## src/rtl/hazard_pkg.sv

```systemverilog
// Shared types and constants for the pipeline hazard controller.
// State encoding, default latencies and the pipeline NOP word.
package hazard_pkg;

    typedef enum logic [1:0] {
        ST_RUN    = 2'd0,
        ST_MULDIV = 2'd1,
        ST_DRAIN  = 2'd2,
        ST_HOLD   = 2'd3
    } hazard_state_t;

    localparam int DEF_MUL_LAT      = 4;
    localparam int DEF_DIV_LAT      = 32;
    localparam int DEF_DRAIN_CYCLES = 4;

    // Bubble word that RegPipeline users load on a clear.
    localparam logic [31:0] NOP_INSTR = 32'd0;

endpackage

```

## src/rtl/hazard_down_counter.sv

```systemverilog
// Loadable down-counter shared by the mult/div stall and the drain sequence.
// Latency: value updates one clock after load/dec; zero is combinational from value.
// Backpressure: none; dec is ignored while the count is already zero.
module hazard_down_counter #(
    parameter int W = 5
) (
    input  logic         clock,
    input  logic         reset_n,
    input  logic         load,
    input  logic [W-1:0] load_value,
    input  logic         dec,
    output logic [W-1:0] value,
    output logic         zero
);

    always_ff @(negedge clock) begin
        if (!reset_n) begin
            value <= '0;
        end else if (load) begin
            value <= load_value;
        end else if (dec && (value != '0)) begin
            value <= value - 1'b1;
        end
    end

    assign zero = (value == '0);

endmodule

```

## src/rtl/pipeline_hazard_ctrl.sv

```systemverilog
// Stall/flush controller: load-use, taken-branch, mult/div stalls and loader drain/hold.
// Latency: branch and load-use controls are same-cycle combinational; FSM state moves on negedge.
// Backpressure: stalls PC and IF/ID while busy; loader waits for hold_ack before writing memory.
module pipeline_hazard_ctrl
    import hazard_pkg::*;
#(
    parameter int MUL_LAT      = DEF_MUL_LAT,
    parameter int DIV_LAT      = DEF_DIV_LAT,
    parameter int DRAIN_CYCLES = DEF_DRAIN_CYCLES
) (
    input  logic       clock,
    input  logic       reset_n,
    input  logic [4:0] id_rs,
    input  logic [4:0] id_rt,
    input  logic       id_uses_rt,
    input  logic       id_muldiv_start,
    input  logic       id_muldiv_is_div,
    input  logic       ex_mem_read,
    input  logic [4:0] ex_rt,
    input  logic       ex_branch_taken,
    input  logic       hold_req,
    output logic       hold_ack,
    output logic       pc_parada,
    output logic       if_id_parada,
    output logic       if_id_limpar,
    output logic       id_ex_limpar,
    output logic       muldiv_busy
);

    localparam int CW = (DIV_LAT > 1) ? $clog2(DIV_LAT) : 1;

    hazard_state_t state, state_nxt;
    logic          cnt_load;
    logic [CW-1:0] cnt_load_value;
    logic          cnt_dec;
    logic [CW-1:0] cnt_value;
    logic          cnt_zero;
    logic          load_use;

    hazard_down_counter #(.W(CW)) u_cnt (
        .clock      (clock),
        .reset_n    (reset_n),
        .load       (cnt_load),
        .load_value (cnt_load_value),
        .dec        (cnt_dec),
        .value      (cnt_value),
        .zero       (cnt_zero)
    );

    // $zero is hardwired, so a load targeting it never forwards a real value.
    assign load_use = ex_mem_read && (ex_rt != 5'd0) &&
                      ((ex_rt == id_rs) || (id_uses_rt && (ex_rt == id_rt)));

    always_ff @(negedge clock) begin
        if (!reset_n) begin
            state <= ST_RUN;
        end else begin
            state <= state_nxt;
        end
    end

    always_comb begin
        state_nxt      = state;
        cnt_load       = 1'b0;
        cnt_load_value = '0;
        cnt_dec        = 1'b0;
        hold_ack       = 1'b0;
        pc_parada      = 1'b0;
        if_id_parada   = 1'b0;
        if_id_limpar   = 1'b0;
        id_ex_limpar   = 1'b0;
        muldiv_busy    = 1'b0;

        case (state)
            ST_RUN: begin
                // A taken branch makes the ID instruction wrong-path, so nothing it asks for counts.
                if (ex_branch_taken) begin
                    if_id_limpar = 1'b1;
                    id_ex_limpar = 1'b1;
                end else if (load_use) begin
                    pc_parada    = 1'b1;
                    if_id_parada = 1'b1;
                    id_ex_limpar = 1'b1;
                end else if (id_muldiv_start) begin
                    cnt_load       = 1'b1;
                    cnt_load_value = id_muldiv_is_div ? CW'(DIV_LAT - 1) : CW'(MUL_LAT - 1);
                    state_nxt      = ST_MULDIV;
                end else if (hold_req) begin
                    cnt_load       = 1'b1;
                    cnt_load_value = CW'(DRAIN_CYCLES - 1);
                    state_nxt      = ST_DRAIN;
                end
            end
            ST_MULDIV: begin
                pc_parada    = 1'b1;
                if_id_parada = 1'b1;
                id_ex_limpar = 1'b1;
                muldiv_busy  = 1'b1;
                if (cnt_zero) begin
                    state_nxt = ST_RUN;
                end else begin
                    cnt_dec = 1'b1;
                end
            end
            ST_DRAIN: begin
                pc_parada    = 1'b1;
                if_id_limpar = 1'b1;
                if (cnt_zero) begin
                    state_nxt = ST_HOLD;
                end else begin
                    cnt_dec = 1'b1;
                end
            end
            ST_HOLD: begin
                pc_parada    = 1'b1;
                if_id_limpar = 1'b1;
                hold_ack     = 1'b1;
                if (!hold_req) begin
                    state_nxt = ST_RUN;
                end
            end
            default: begin
                state_nxt = ST_RUN;
            end
        endcase

        if (!reset_n) begin
            cnt_load     = 1'b0;
            cnt_dec      = 1'b0;
            hold_ack     = 1'b0;
            pc_parada    = 1'b0;
            if_id_parada = 1'b0;
            if_id_limpar = 1'b0;
            id_ex_limpar = 1'b0;
            muldiv_busy  = 1'b0;
        end
    end

endmodule
```

## config.mk

```make
export PLATFORM = sky130hd
export DESIGN_NAME = pipeline_hazard_ctrl
export DESIGN_NICKNAME = d
export VERILOG_FILES = /design/src/rtl/hazard_pkg.sv /design/src/rtl/hazard_down_counter.sv /design/src/rtl/pipeline_hazard_ctrl.sv
export SDC_FILE = /design/constraint.sdc
export NUM_CORES = 1
export LEC_CHECK = 0
export ABC_AREA = 1
export CORE_ASPECT_RATIO = 0.9
export CORE_MARGIN = 2
export CORE_UTILIZATION = 45
export DETAILED_ROUTE_END_ITERATION = 8
export PLACE_DENSITY = 0.87
export SYNTH_ARGS = -nofsm -noshare
export SYNTH_HDL_FRONTEND = slang
export SYNTH_SLANG_ARGS = --single-unit
```

## constraint.sdc

```tcl
create_clock -name clock -period 1.8 [get_ports clock]
set_input_delay 0.27 -clock clock [delete_from_list [all_inputs] [get_ports clock]]
set_output_delay 0.27 -clock clock [all_outputs]
set_load 0.03 [all_outputs]
```

==> impl_results.rst, run 1 <==
.. list-table::
   :header-rows: 1

   * - Metric
     - Value
   * - Outcome
     - finished, violations left
   * - Violations in the final reports
     - setup timing
   * - Vias in the first global route
     - about 1200
   * - CTS buffer count
     - 3
   * - Vertical extent of the die
     - roughly 46 µm
   * - Number of antenna cells inserted
     - 0
   * - Reg2reg start
     - state[0]
   * - Worst Max-Slew Pin Slew
     - between 0.3 and 0.4 ns
   * - Final net count
     - between 200 and 250
   * - Count of buffer and inverter cells on the critical path
     - 2
   * - Yosys warning count
     - 0
   * - Core area
     - 0.00188 mm²
   * - Initial detailed-routing violation count
     - 44
   * - Area added between synthesis and finish
     - 99.4%
   * - IR drop worst, VDD
     - roughly 1.4 mV
   * - Leading cell type in the layout, fill and taps excluded
     - sky130_fd_sc_hd__nand2_1
   * - Worst path arrival time
     - 2.43 ns
   * - Worst-path cell chain
     - buf_4 -> ha_1 -> nor2_1 -> a211oi_4 -> buf_6
   * - Power Internal
     - around 0.0012 W
   * - Simple-gate portion of the synthesized area
     - 0.434
   * - Final setup fails
     - 13
   * - Number of sinks driven by the clock tree
     - 7
   * - Largest net degree at the start of global routing
     - 8
   * - GRT Residual Overflow
     - 0
   * - Category of the worst setup path capture point
     - output pin
   * - Initial antenna violation count
     - 0
   * - Area of the mapped netlist
     - between 800 and 900 µm²
   * - Horizontal die dimension
     - about 51 µm
   * - Final wirelength
     - 4.13 mm
   * - RSZ-0062 raised after global routing
     - yes
   * - Gp weighted congestion
     - between 0.9 and 1
   * - Starting density of the core
     - 0.468
   * - Wire length of the first global-routing pass
     - between 5 and 6 mm
   * - PD cells
     - roughly 1400 mW/mm²
   * - Slowest stage cell, crit path
     - sky130_fd_sc_hd__dfxtp_2
   * - Cell family with most CP delay
     - flip-flops
   * - Largest fanout on the critical path
     - 3
   * - Instance count along the most critical hold path
     - 2
   * - Final cell utilization of the core
     - 0.933
   * - Final hold slack
     - 0.578 ns
   * - Worst R2R Setup Slack
     - 0 ns
   * - First-pass iteration count of the detailed router
     - 4
   * - Post-DP HPWL
     - roughly 2.0 mm
   * - Synth cell types
     - 27
   * - Via density per instance
     - 5.53
   * - Data required time at the worst endpoint
     - between 1.5 and 2 ns
   * - Adder and majority gate portion of the synthesized area
     - 0.0997
   * - Standard-cell rows
     - 15
   * - Switching power
     - roughly 0.0012 W
   * - Min-delay worst type
     - reg2reg
   * - Synth Area per Inst
     - between 5 and 6 µm²
   * - Category of the most critical setup path
     - reg2out
   * - Storage element area
     - roughly 140 µm²
   * - Residual antenna-violating net count after detailed routing
     - 0
   * - Sequential cell fraction of total power
     - 0.119
   * - Combinational family with the most area after synthesis
     - simple AND/OR/NAND/NOR gates
   * - Post-CTS Hold Buffers
     - 0
   * - Area taken by multi-input logic gates
     - between 800 and 900 µm²
   * - Clock Root Buffer
     - sky130_fd_sc_hd__clkbuf_4
   * - Clock-pin transition on the worst setup and hold timing paths
     - ~0.050 ns
   * - CP max stage delay
     - approximately 0.35 ns
   * - Maximum capacitance violations
     - 0
   * - Logic gate share of total power
     - 0.722
   * - Detailed-route via count
     - around 1300
   * - Final setup skew
     - approximately 0.050 ns
   * - Worst skew pair latency
     - around 0.37 ns
   * - Top Ports
     - 29
   * - Area of the die
     - ~0.0023 mm²
   * - Static leakage
     - around 0.91 nW
   * - Final Max Slew Viols
     - 0
   * - Synthesized netlist cell count
     - around 150
   * - Post-detailed-route wirelength per cell
     - around 17 µm
   * - Post-route setup slack
     - -0.898 ns
   * - Area fraction in compound gates after synthesis
     - 0.118
   * - Relative max-transition margin
     - 0.787
   * - Start point of the worst min-delay path
     - u_cnt.value[1]
   * - Most used cells in the layout excluding fill and tap cells
     - 28 x sky130_fd_sc_hd__nand2_1, 20 x sky130_fd_sc_hd__buf_4, 19 x sky130_fd_sc_hd__inv_1
   * - Residual DRC count
     - 0
   * - Number of buffers on the longest clock path
     - 2
   * - Proportion of synthesized area in mux cells
     - 0
   * - Hold Vio Cnt, Final
     - 0
   * - Number of register bits inferred by synthesis
     - 7
   * - Syn nets
     - ~180
   * - Layout filler cell count
     - 67
   * - Startpoint type of the worst setup path
     - flip-flop
   * - Part of the power in the clock network
     - 0.159
   * - Tot GR Track Use
     - 0.292
   * - Number of cells on the worst reg-to-reg path
     - 11
   * - Share of layout cells above drive strength 1
     - 0.587
   * - RR Endpoint
     - state[1]
   * - H-tree depth
     - 1
   * - I/O Buffers
     - 28
   * - Synthesized-area fraction occupied by xor and xnor cells
     - 0.0499
   * - Switching power share of the total
     - 0.492
   * - Sequential area share after synthesis
     - 0.160
   * - Worst hold path endpoint
     - u_cnt.value[1]
   * - CTS tree
     - yes
==> cells by family after synthesis <==
group | Yosys count
simple gates | 85
buf+inv | 32
compound gates | 16
fa+ha+maj | 7
flops | 7
xor+xnor | 5
==> through the flow <==
stage / setup TNS, ns / total power, W / cell area (µm²) / instances / setup WS, ns
2_1_floorplan: -2.85 / 0.00117 / 993 / 152 / -0.406
3_3_place_gp: -9.38 / 0.00153 / 1430 / 223 / -0.994
3_5_place_dp: -9.73 / 0.00157 / 1430 / 223 / -1.04
4_1_cts: -5.84 / 0.00204 / 1570 / 235 / -0.848
5_1_grt: -7.40 / 0.00257 / 1750 / 238 / -0.945
6_report: -6.60 / 0.00245 / 1750 / 238 / -0.898
==> synth_stat cells <==
cell type | instances | area, µm²
sky130_fd_sc_hd__a211oi_1 | 1 | 7.51
sky130_fd_sc_hd__a21boi_2 | 1 | 11.3
sky130_fd_sc_hd__a21oi_1 | 6 | 30.0
sky130_fd_sc_hd__a21oi_2 | 1 | 8.76
sky130_fd_sc_hd__a31oi_1 | 1 | 6.26
sky130_fd_sc_hd__buf_2 | 1 | 5.00
sky130_fd_sc_hd__clkinv_1 | 1 | 3.75
sky130_fd_sc_hd__dfxtp_1 | 7 | 140
sky130_fd_sc_hd__ha_1 | 7 | 87.6
sky130_fd_sc_hd__inv_1 | 23 | 86.3
sky130_fd_sc_hd__inv_2 | 7 | 26.3
sky130_fd_sc_hd__nand2_1 | 46 | 173
sky130_fd_sc_hd__nand2_2 | 2 | 12.5
sky130_fd_sc_hd__nand2_4 | 1 | 11.3
sky130_fd_sc_hd__nand3_1 | 11 | 55.1
sky130_fd_sc_hd__nand3_2 | 1 | 10.0
sky130_fd_sc_hd__nor2_1 | 15 | 56.3
sky130_fd_sc_hd__nor2_2 | 5 | 31.3
sky130_fd_sc_hd__nor3_1 | 2 | 10.0
sky130_fd_sc_hd__nor3_4 | 1 | 16.3
sky130_fd_sc_hd__o211ai_2 | 1 | 12.5
sky130_fd_sc_hd__o21a_1 | 1 | 7.51
sky130_fd_sc_hd__o21ai_0 | 2 | 10.0
sky130_fd_sc_hd__o21ai_1 | 2 | 10.0
sky130_fd_sc_hd__or2_1 | 1 | 6.26
sky130_fd_sc_hd__xnor2_1 | 1 | 8.76
sky130_fd_sc_hd__xor2_1 | 4 | 35.0
==> worst max path at each step <==
| stage | start | endpoint | slack, ns | depth (start not counted) |
|---|---|---|---|---|
| final | state[1] | if_id_limpar | -0.90 | 5 |
| after global routing | state[1] | if_id_limpar | -0.94 | 5 |
| after CTS | state[0] | if_id_limpar | -0.85 | 6 |
| after detailed placement | ex_rt[3] | u_cnt.value[3] | -1.04 | 12 |
| after global placement | ex_rt[3] | u_cnt.value[3] | -0.99 | 12 |
| after floorplan | state[1] | if_id_limpar | -0.41 | 4 |
==> power groups by stage <==
stage | logic (W) | clock network, W | registers (W)
floorplan | 0.000864 | 0.0000275 | 0.000279
global placement | 0.00122 | 0.0000275 | 0.000279
detailed placement | 0.00126 | 0.0000275 | 0.000281
CTS | 0.00139 | 0.000367 | 0.000284
global route | 0.00188 | 0.000396 | 0.000297
finish | 0.00177 | 0.000389 | 0.000292
==> metal layers <==
| metal | global-route usage | routed length [µm] | share of wire | vias up |
|---|---|---|---|---|
| li1 | - | - | - | 590 |
| met1 | 0.309 | 1410 | 0.34 | 598 |
| met2 | 0.566 | 2110 | 0.51 | 91 |
| met3 | 0.0921 | 344 | 0.083 | 37 |
| met4 | 0.0811 | 262 | 0.064 | 0 |
| met5 | 0 | 0 | 0 | - |
==> worst register-to-register path, delay by kind of cell (launching register included) <==
family                   cells  cell delay, ns
adder cells (fa/ha/maj)      1            0.18
AND/OR/NAND/NOR              4            0.49
flip-flops                   1            0.34
buffers and inverters        5            0.50
AO/OA/AOI/OAI                1            0.19
==> state kept, by name (all words and copies together) (netlist names) <==
signal,cells
u_cnt.value,5
state,2
==> cell type report <==
class,count,area share
clock inverter,8,0.0321
tap,25,0.0179
timing repair buffer,52,0.275
multi-input combinational,113,0.504
sequential,7,0.0814
clock buffer,3,0.0129
inverter,30,0.0771
==> timing repair <==
item                                    in CTS  in global routing
endpoints found under the setup margin      13                 13
pin swaps                                   15                 32
setup buffers                                2                  4
gates resized for setup                     75                 72
(Power assumes the default switching activity.)
==> run 2, diff against run 1 <==
- CORE_UTILIZATION: 45 -> 35
- PLACE_DENSITY: 0.87 -> 0.72
==> impl_results.rst, run 2 (same netlist as run 1, synthesis figures left out) <==
.. list-table::
   :header-rows: 1

   * - Metric
     - Value
   * - Outcome
     - finished, violations left
   * - Violations in the final reports
     - setup timing
   * - Clock Root Buffer
     - sky130_fd_sc_hd__clkbuf_4
   * - Largest fanout on the critical path
     - 4 (+1)
   * - Worst R2R Setup Slack
     - 0.11 ns (+0.11 ns)
   * - Largest net degree at the start of global routing
     - 8 (unchanged)
   * - H-tree depth
     - 1 (unchanged)
   * - Final net count
     - 246 (+0.82%)
   * - RR Endpoint
     - state[1]
   * - Critical path origin
     - state[1]
   * - Vias in the first global route
     - 1143 (-5.9%)
   * - Final Total Pwr
     - 0.00198 W (-19%)
   * - Vertical extent of the die
     - 51.5 µm (+12%)
   * - Final setup fails
     - 13 (unchanged)
   * - Most used cells in the layout excluding fill and tap cells
     - 34 x sky130_fd_sc_hd__nand2_1, 21 x sky130_fd_sc_hd__inv_1, 21 x sky130_fd_sc_hd__buf_4
   * - Met1 capacity usage during global routing
     - 0.182 (-0.127)
   * - Worst skew pair latency
     - 0.33 ns (-0.04 ns)
   * - CTS tree
     - yes
   * - Post-route setup slack
     - -0.821 ns (+0.0769 ns)
   * - GRT Residual Overflow
     - 0 (unchanged)
   * - Top Ports
     - 29 (unchanged)
   * - CP max stage delay
     - 0.32 ns (-0.03 ns)
   * - Cell repeated most along the worst path
     - sky130_fd_sc_hd__buf_6
   * - Final cell utilization of the core
     - 0.695 (-0.239)
   * - Via density per instance
     - 4.75 (-14%)
   * - Min-delay worst type
     - reg2reg
   * - Category of the worst setup path capture point
     - output pin
   * - Core area
     - 0.00242 mm² (+29%)
   * - Category of the most critical setup path
     - reg2out
   * - Initial antenna violation count
     - 0 (unchanged)
   * - Worst path arrival time
     - 2.35 ns (-0.08 ns)
   * - Leading cell type in the layout, fill and taps excluded
     - sky130_fd_sc_hd__nand2_1
   * - Tot GR Track Use
     - 0.194 (-0.0987)
   * - Share of layout cells above drive strength 1
     - 0.544 (-0.0427)
   * - Post-DP HPWL
     - 1.97 mm (-1.5%)
   * - Worst-path cell chain
     - inv_2 -> ha_4 -> nand2_4 -> buf_6 -> a211oi_4 -> buf_6
   * - Reg2reg start
     - state[1]
   * - Residual DRC count
     - 0 (unchanged)
   * - IR drop worst, VDD
     - 0.813 mV (-42%)
   * - Residual antenna-violating net count after detailed routing
     - 0 (unchanged)
   * - I/O Buffers
     - 28 (unchanged)
   * - Leading registers by flop count
     - u_cnt.value x5, state x2
   * - First-pass iteration count of the detailed router
     - 4 (unchanged)
   * - Gp weighted congestion
     - 0.868 (-4.3%)
   * - Number of antenna cells inserted
     - 0 (unchanged)
   * - Initial detailed-routing violation count
     - 28 (-36%)
   * - Worst Max-Slew Pin Slew
     - 0.303 ns (-0.0156 ns)
   * - Horizontal die dimension
     - 56.8 µm (+12%)
   * - Startpoint type of the worst setup path
     - flip-flop
   * - Flip-flop count of the largest register, all copies and words added
     - 5 (unchanged)
   * - Number of sinks driven by the clock tree
     - 7 (unchanged)
   * - Register with the highest flop count
     - u_cnt.value
   * - Relative max-transition margin
     - 0.797 (+0.0103)
   * - Starting density of the core
     - 0.362 (-0.106)
   * - Number of cells on the worst reg-to-reg path
     - 11 (unchanged)
   * - Area of the die
     - 0.00293 mm² (+26%)
   * - Final setup skew
     - 0.0164 ns (-0.0334 ns)
   * - Met3 Use GR
     - 0.0721 (-0.0200)
   * - Final wirelength
     - 2.76 mm (-33%)
   * - Wire length of the first global-routing pass
     - 4.43 mm (-13%)
   * - PD cells
     - 1180 mW/mm² (-16%)
   * - RSZ-0062 raised after global routing
     - yes
   * - Detailed-route via count
     - 1155 (-12%)
   * - Standard-cell rows
     - 17 (+2)
   * - Number of buffers on the longest clock path
     - 2 (unchanged)
   * - Start point of the worst min-delay path
     - u_cnt.value[1]
   * - Global-route track usage on met2
     - 0.393 (-0.172)
   * - Critical path endpoint
     - if_id_limpar
   * - Static leakage
     - 0.893 nW (-1.4%)
   * - Hold Vio Cnt, Final
     - 0 (unchanged)
   * - Most heavily used metal layer in global routing
     - met2
   * - Final Max Slew Viols
     - 0 (unchanged)
   * - Post-detailed-route wirelength per cell
     - 11.4 µm (-34%)
   * - Maximum capacitance violations
     - 0 (unchanged)
   * - Slowest stage cell, crit path
     - sky130_fd_sc_hd__dfxtp_2
   * - CTS buffer count
     - 3 (unchanged)
   * - Area added between synthesis and finish
     - 91.7%
   * - Clock-pin transition on the worst setup and hold timing paths
     - 0.04 ns (about the same)
   * - Data required time at the worst endpoint
     - 1.53 ns (about the same)
[run 2: layout make-up]
class,instances,area (µm²)
inverters,30,135
clock buffers,3,22.5
flip-flops and latches,7,143
clock inverters,8,30.0
well taps,28,35.0
fillers,224,741
multi-input cells,113,833
repair buffers,54,485
[run 2: per-stage QoR]
step                      hold WS (ns)  area (µm²)  cells  worst slack [ns]  setup TNS (ns)
after floorplan                  0.485         993    152            -0.406           -2.85
after global placement           0.529        1430    226             -1.01           -9.42
after detailed placement         0.543        1430    226             -1.09          -10.04
after CTS                        0.551        1640    240            -0.826           -5.20
after global routing             0.591        1680    243            -0.895           -6.37
final                            0.551        1680    243            -0.821           -5.62
[run 2: metal layers]
| metal | vias up | wire, µm | part of all wire |
|---|---|---|---|
| li1 | 586 | - | - |
| met1 | 536 | 1030 | 0.37 |
| met2 | 28 | 1560 | 0.56 |
| met3 | 5 | 158 | 0.057 |
| met4 | 0 | 19 | 0.0069 |
| met5 | - | 0 | 0 |
[run 2: critical path: cells and delay by family (launching register included)]
kind / cells / cell delay, ns
buffers and inverters: 3 / 0.36
flip-flops: 1 / 0.32
AO/OA/AOI/OAI: 1 / 0.20
adder cells (fa/ha/maj): 1 / 0.18
AND/OR/NAND/NOR: 1 / 0.06
[run 2: worst min path at each step]
stage,cells after the start,slack (ns),endpoint
after floorplan,2,0.48,state[1]
after global placement,2,0.53,u_cnt.value[1]
after detailed placement,2,0.54,u_cnt.value[1]
after CTS,2,0.55,u_cnt.value[1]
after global routing,2,0.59,u_cnt.value[1]
final,2,0.55,u_cnt.value[1]
[run 2: timing repair]
action,in CTS,in global routing
pin swaps,22,13
endpoints found under the hold margin,0,0
setup endpoints to repair,13,13
buffers inserted,4,4
hold buffers,0,0
gates resized for setup,124,11
cloned,0,0
[run 2: report_power, final]
group | internal [W] | switching [W] | total (W)
registers | 0.000230 | 0.0000493 | 0.000280
clock network | 0.000100 | 0.000102 | 0.000202
logic | 0.000686 | 0.000812 | 0.00150
